## config.mk

```make
export PLATFORM = sky130hd
export DESIGN_NAME = piso_serializer
export DESIGN_NICKNAME = d
export VERILOG_FILES = /design/src/rtl/piso_pkg.sv /design/src/rtl/piso_bit_counter.sv /design/src/rtl/piso_serializer.sv
export SDC_FILE = /design/constraint.sdc
export NUM_CORES = 1
export LEC_CHECK = 0
export ABC_AREA = 1
export ABC_CLOCK_PERIOD_IN_PS = 1900
export CORE_MARGIN = 5
export CORE_UTILIZATION = 50
export CTS_BUF_LIST = sky130_fd_sc_hd__clkbuf_4 sky130_fd_sc_hd__clkbuf_8
export CTS_CLUSTER_DIAMETER = 150
export DETAILED_ROUTE_END_ITERATION = 7
export PLACE_DENSITY = 0.88
export SLEW_MARGIN = 20
export SYNTH_ARGS = -nofsm -noshare
export SYNTH_HDL_FRONTEND = slang
export SYNTH_SLANG_ARGS = --single-unit
```

## constraint.sdc

```tcl
create_clock -name clk -period 1.9 [get_ports clk]
set_input_delay 0.38 -clock clk [delete_from_list [all_inputs] [get_ports clk]]
set_output_delay 0.38 -clock clk [all_outputs]
set_load 0.05 [all_outputs]
```

## src/rtl/piso_pkg.sv

```systemverilog
// Shared types and helpers for the parallel-in serial-out transmitter.
package piso_pkg;

   typedef enum logic [1:0] {
      ST_IDLE  = 2'd0,
      ST_SHIFT = 2'd1,
      ST_GAP   = 2'd2
   } state_e;

   // One counter serves both the bit count and the gap count, so size it for the larger.
   function automatic int cnt_width(input int n, input int gap);
      int w;
      w = (n > 1) ? $clog2(n) : 1;
      if ((gap > 1) && ($clog2(gap) > w)) w = $clog2(gap);
      return w;
   endfunction

endpackage

```

## src/rtl/piso_bit_counter.sv

```systemverilog
// Loadable down-counter that stops at zero; tc flags the terminal count.
module piso_bit_counter
   import piso_pkg::*;
#(
   parameter int W = 3
) (
   input  logic         clk,
   input  logic         rst_n,
   input  logic         load,
   input  logic [W-1:0] load_val,
   input  logic         en,
   output logic [W-1:0] count,
   output logic         tc
);

   logic [W-1:0] cnt_q, cnt_d;

   always_comb begin
      cnt_d = cnt_q;
      if (load) begin
         cnt_d = load_val;
      end else if (en && (cnt_q != '0)) begin
         cnt_d = cnt_q - 1'b1;
      end
   end

   always_ff @(posedge clk or negedge rst_n) begin
      if (!rst_n) cnt_q <= '0;
      else        cnt_q <= cnt_d;
   end

   assign count = cnt_q;
   assign tc    = (cnt_q == '0);

endmodule

```

## src/rtl/piso_serializer.sv

```systemverilog
// Parallel-in serial-out transmitter: valid/ready word input, one bit per clock
// on a registered so/so_valid/so_last stream with optional inter-word gap.
module piso_serializer
   import piso_pkg::*;
#(
   parameter int N          = 8,
   parameter bit LSB_FIRST  = 1'b0,
   parameter int GAP        = 0,
   parameter bit IDLE_LEVEL = 1'b0
) (
   input  logic         clk,
   input  logic         rst_n,
   input  logic [N-1:0] pi_data,
   input  logic         pi_valid,
   output logic         pi_ready,
   output logic         so,
   output logic         so_valid,
   output logic         so_last,
   output logic         busy
);

   localparam int           CW      = cnt_width(N, GAP);
   localparam logic [CW-1:0] LD_WORD = CW'(N - 1);
   localparam logic [CW-1:0] LD_GAP  = (GAP > 0) ? CW'(GAP - 1) : '0;

   state_e         state_q, state_d;
   logic [N-1:0]   shreg_q, shreg_d;
   logic           so_q, so_d;
   logic           so_valid_q, so_valid_d;
   logic           so_last_q, so_last_d;
   logic           cnt_load, cnt_en, cnt_tc, last_bit, accept;
   logic [CW-1:0]  cnt_val, cnt;

   piso_bit_counter #(.W(CW)) u_cnt (
      .clk      (clk),
      .rst_n    (rst_n),
      .load     (cnt_load),
      .load_val (cnt_val),
      .en       (cnt_en),
      .count    (cnt),
      .tc       (cnt_tc)
   );

   // The counter holds the number of bits still to follow the one currently on so.
   always_comb begin
      last_bit   = (state_q == ST_SHIFT) && cnt_tc;
      pi_ready   = rst_n && ((state_q == ST_IDLE) || (last_bit && (GAP == 0)));
      accept     = pi_valid && pi_ready;
      state_d    = state_q;
      shreg_d    = shreg_q;
      so_d       = IDLE_LEVEL;
      so_valid_d = 1'b0;
      so_last_d  = 1'b0;
      cnt_load   = 1'b0;
      cnt_val    = LD_WORD;
      cnt_en     = 1'b0;
      if (accept) begin
         state_d    = ST_SHIFT;
         cnt_load   = 1'b1;
         so_valid_d = 1'b1;
         if (LSB_FIRST) begin
            so_d    = pi_data[0];
            shreg_d = pi_data >> 1;
         end else begin
            so_d    = pi_data[N-1];
            shreg_d = pi_data << 1;
         end
      end else begin
         case (state_q)
            ST_SHIFT: begin
               if (!cnt_tc) begin
                  so_valid_d = 1'b1;
                  so_last_d  = (cnt == CW'(1));
                  cnt_en     = 1'b1;
                  if (LSB_FIRST) begin
                     so_d    = shreg_q[0];
                     shreg_d = shreg_q >> 1;
                  end else begin
                     so_d    = shreg_q[N-1];
                     shreg_d = shreg_q << 1;
                  end
               end else if (GAP > 0) begin
                  state_d  = ST_GAP;
                  cnt_load = 1'b1;
                  cnt_val  = LD_GAP;
               end else begin
                  state_d = ST_IDLE;
               end
            end
            ST_GAP: begin
               if (cnt_tc) state_d = ST_IDLE;
               else        cnt_en  = 1'b1;
            end
            default: state_d = ST_IDLE;
         endcase
      end
   end

   always_ff @(posedge clk or negedge rst_n) begin
      if (!rst_n) begin
         state_q    <= ST_IDLE;
         shreg_q    <= '0;
         so_q       <= IDLE_LEVEL;
         so_valid_q <= 1'b0;
         so_last_q  <= 1'b0;
      end else begin
         state_q    <= state_d;
         shreg_q    <= shreg_d;
         so_q       <= so_d;
         so_valid_q <= so_valid_d;
         so_last_q  <= so_last_d;
      end
   end

   assign so       = so_q;
   assign so_valid = so_valid_q;
   assign so_last  = so_last_q;
   assign busy     = (state_q != ST_IDLE);

endmodule

```

# Word-level counts from Yosys, hierarchy flattened
# Cells that the tools add are included.
# classes
add_sub_neg	1
eq_ne	5
muxes	20
reduce_logical	13
# ops
operator	count
2-to-1 mux 8 bit	3
2-to-1 mux 1 bit	12
2-to-1 mux 2 bit	3
2-to-1 mux 3 bit	2
nonzero test 2 bit	3
logical AND 1 bit	4
equality test 3 x 1 -> 1 bit, second input constant	1
logical NOT 3 bit	1
inequality test 3 x 1 -> 1 bit, second input constant	1
nonzero test 3 bit	1
subtractor 3 x 1 -> 3 bit, second input constant	1
equality test 2 x 1 -> 1 bit, second input constant	1
equality test 2 bit, second input constant	1
logical NOT 2 bit	1
inequality test 2 x 1 -> 1 bit, second input constant	1
AND reduction 2 bit	1
OR reduction 2 bit	1
logical OR 1 bit	1
# totals
register_bits	16
input_bits	11
output_inout_bits	5
word_cells	45

# Depth between registers and ports, before layout
# logic_depth
depth_word	9
ltp_mapped	11

# Hierarchy
# Synthesis repeated with hierarchy kept, for this count alone.
# hier_totals
hier_cells	88
area_unflattened_um2	748.2
# by_module_without_submodules
module	instances	cells_per_inst	area_each_um2
piso_serializer	1	61	555.5
piso_bit_counter	1	27	192.7

# Worst setup path before layout
# No wires, ideal clock.
# synth_path
path_type	flip-flop to output port
from	register u_cnt.cnt_q[0], in the netlist u_cnt.count[0]
to	output pi_ready
t_arrival_ns	1.561
setup_slack_ns	-0.041
stages_incl_launch_ff	8
n_path_buf	0
cell_sequence	dfrtp_1 inv_1 ha_1 ha_1 inv_1 nand2_1 inv_1 nor2_1
# synth_between
elab_chain_cells	4
# synth_lines
item	line_no	source
start: declaration	piso_bit_counter.sv:16	logic [W-1:0] cnt_q, cnt_d;
start signal: assignment	piso_bit_counter.sv:29	else cnt_q <= cnt_d;
logical NOT 3 bit	piso_bit_counter.sv:33	assign tc = (cnt_q == '0);
logical AND 1 bit	piso_serializer.sv:46	last_bit = (state_q == ST_SHIFT) && cnt_tc;
logical OR 1 bit	piso_serializer.sv:47	pi_ready = rst_n && ((state_q == ST_IDLE) || (last_bit && (GAP == 0)));
logical AND 1 bit	piso_serializer.sv:47	
end: declaration	piso_serializer.sv:15	output logic pi_ready,
# Every way passes these cells.

# Worst setup path in the final report
# Same ends and word-level chain as after synthesis.

==> summary.md <==
| Metric | Value |
|---|---|
| Die area | `2290 µm²` |
| R2r worst-path depth | `11` |
| Largest net degree at the start of global routing | `22` |
| Die height | `47.9 µm` |
| Final setup viols | `0` |
| Final antenna-violating net count | `0` |
| Unique cell type count in the Yosys netlist | `16` |
| Int Pwr | `0.000835 W` |
| CTS tree | `built` |
| CTS HTree Levels | `1` |
| Latest clock arrival within the worst-skew pair | `0.29 ns` |
| Worst-case clock buffer depth | `2` |
| Worst EP required | `1.52 ns` |
| Root Buffer | `clkbuf_4` |
| Combinational share of power | `55.8%` |
| Post-route DRC | `0` |
| Max-slew headroom | `66.8%` |
| Reg power frac | `32.6%` |
| 1st-iter DRT viols | `10` |
| Seq cells post-synth | `14` |
| Io pins | `16` |
| Critical path cell sequence | `inv_2 > ha_4 > ha_1 > inv_1 > nand2_2 > inv_2 > nor2_4 > buf_12` |
| Max-cap violations | `0` |
| CTS Buf Count | `3` |
| Share of the synthesized area in the top cell type | `48.9%` |
| Nets | `114` |
| Worst Path Arrival | `1.47 ns` |
| Layout area overhead | `32.1%` |
| CP Capture Type | `output pin` |
| Tmin final | `1.85 ns` |
| Total core area | `1330 µm²` |
| Fmax | `541 MHz` |
| # clock sinks | `14` |
| Leakage | `0.486 nW` |
| Post-placement cell area | `882 µm²` |
| Critical Path End | `pi_ready` |
| Reg2reg setup slack | `0.22 ns` |
| Ys flop type | `dfrtp_1` |
| # diodes | `0` |
| Sw Ratio | `44.1%` |
| Die X | `47.9 µm` |
| Leading cell type in the layout, fill and taps excluded | `nand2_1` |
| Hold Path Class | `input pin to async pin` |
| CP Class | `flop to output pin` |
| # fillers | `109` |
| Syn_area_per_cell | `9.19 µm²` |
| HPWL after DPL | `1030 µm` |
| Drt pass-1 iters | `4` |
| Routability congestion estimate | `0.745` |
| Vias in the first global route | `573` |
| Setup crit start | `u_cnt.count[0]$_DFFE_PN0P_` |
| Setup Skew | `0.000734 ns` |
| Largest cells by area after synthesis | `dfrtp_1 49%, nand2_1 10%, nand3_2 7.0%, ha_1 5.2%, nand4_1 5.2%` |
| Slew of the pin with the lowest slew margin | `0.497 ns` |
| R2r endpoint | `shreg_q[3]$_DFFE_PN0P_` |
| FP Rows | `13` |
| Post-Synthesis Cells | `78` |
| Outcome | `complete, no violations` |
| First-pass GRT wire length | `2380 µm` |
| Total number of vias | `591` |
| Slew Limit Fails | `0` |
| Post-synth ARST share | `100%` |
| WL final | `1470 µm` |
| Crit path launch type | `flop` |
| Ratio of cells with drive above 1 in the final layout | `29.6%` |
| CP peak stage delay | `0.40 ns` |
| Hold WS | `0.478 ns` |
| Peak VDD IR | `0.745 mV` |
| EDFF count, synth | `0` |
| Most frequent cells in the layout | `19 x nand2_1, 14 x clkdlybuf4s50_1, 14 x dfrtp_1` |
| Initial antenna violation count | `0` |
| Net switching power | `0.000659 W` |
| DR vias/cell | `5.23` |
| WL/cell | `13.0 µm` |
| Slowest cell on the critical path | `dfrtp_1` |
| Yosys warns | `0` |
| Hold Fails Final Rpt | `0` |
| Seq/Total Area, Yosys | `48.9%` |
| Startpoint of the worst register-to-register path | `u_cnt.count[0]$_DFFE_PN0P_` |
| # port buffers | `15` |
| Syn nets | `92` |
| Yosys top cell by area | `dfrtp_1` |
| Top cell by count, worst path | `inv_2` |
| Clk pin slew, worst setup/hold paths | `0.08 ns` |
| Initial core utilization | `53.8%` |
| Total GRT Usage | `15.6%` |
| Synth Cell Area | `717 µm²` |
| Pwr Density | `1580 nW/µm²` |
| Final period util | `97.3%` |
| Clock power frac | `11.6%` |
| Worst Path Max Fanout | `2` |
| Gr ovfl total | `0` |
| Design area | `947 µm²` |
==> power by group through the flow <==
stage / sequential, W / clock, W / combinational, W
after global placement: 0.000485 / 0 / 0.000703
after CTS: 0.000487 / 0.000174 / 0.000800
after global routing: 0.000501 / 0.000183 / 0.000916
final: 0.000487 / 0.000174 / 0.000834
after detailed placement: 0.000489 / 0 / 0.000735
after floorplan: 0.000593 / 0 / 0.000419
==> cells in the mapped netlist, types with 2 or more instances <==
cell type and count:
buf_6 3, dfrtp_1 14, ha_1 3, inv_1 9, inv_2 2, nand2_1 20
nand2_2 5, nand3_1 3, nand3_2 5, nand4_1 6, nor2_1 2, o21ai_0 2
==> logic make-up (layout without fill, tap and decap cells) <==
logic type,after synthesis,count (layout),synth area share (%)
flip-flops,14,14,48.9
AO/OA/AOI/OAI,4,4,3.49
AND/OR/NAND/NOR,41,41,30.2
adder cells (fa/ha/maj),3,3,5.24
buffers and inverters,16,36,12.2
==> sequential cells by signal, summed over array words and instances, names as in the netlist <==
register     cells
so               1
u_cnt.count      3
shreg_q          7
so_valid         1
so_last          1
state_q          1
==> per-stage QoR <==
| step | util (%) | total power (W) | worst slack (ns) | setup TNS [ns] | cells |
|---|---|---|---|---|---|
| 6_report | 71.0 | 0.00149 | 0.0516 | 0 | 113 |
| 5_1_grt | 71.0 | 0.00160 | -0.00980 | -0.00980 | 113 |
| 2_1_floorplan | - | 0.00101 | 0.194 | 0 | 78 |
| 3_5_place_dp | 66.1 | 0.00122 | 0.207 | 0 | 107 |
| 4_1_cts | 69.7 | 0.00146 | 0.0117 | 0 | 112 |
| 3_3_place_gp | 66.1 | 0.00119 | 0.256 | 0 | 107 |
==> critical path, delay by kind of cell, from the launching register on <==
| family | cells | cell delay [ns] |
|---|---|---|
| buffers and inverters | 4 | 0.33 |
| adders and majority gates | 2 | 0.26 |
| DFF | 1 | 0.40 |
| and+or+nand+nor | 2 | 0.18 |
==> layout make-up <==
class	count	area (µm²)	area share, %
inverter	11	41.3	4.36
multi-input combinational	48	302	31.8
tap	15	18.8	1.98
sequential	14	350	37.0
timing repair buffer	22	213	22.5
clock buffer	3	22.5	2.38
==> worst min-delay path by stage <==
stage                                       from                         end  slack (ns)  depth (start not counted)
final                                      rst_n           so_last$_DFF_PN0_        0.48                          2
after global routing                       rst_n  u_cnt.count[2]$_DFFE_PN0P_        0.51                          2
after detailed placement  shreg_q[3]$_DFFE_PN0P_      shreg_q[3]$_DFFE_PN0P_        0.47                          2
after CTS                                  rst_n          so_valid$_DFF_PN0_        0.49                          2
after floorplan                            rst_n      shreg_q[1]$_DFFE_PN0P_        0.08                          0
after global placement    shreg_q[3]$_DFFE_PN0P_      shreg_q[3]$_DFFE_PN0P_        0.47                          2
==> metal layers <==
metal  wire length (µm)  vias up  track usage (%)
li1                   -      285                -
met1                630      277             17.8
met2                688       22             25.3
met3                 95        7             3.76
met4                 55        0             10.8
met5                  0        -                0
==> repair_timing <==
| action | CTS | global route |
|---|---|---|
| buffers inserted | 2 | 1 |
| pin swaps | 1 | 1 |
| resized for setup | 6 | 1 |
| hold buffers | 0 | 0 |
| endpoints found under the setup margin | 1 | 1 |
| gates cloned | 0 | 0 |
Note: power is estimated with default switching activity, not from simulation.
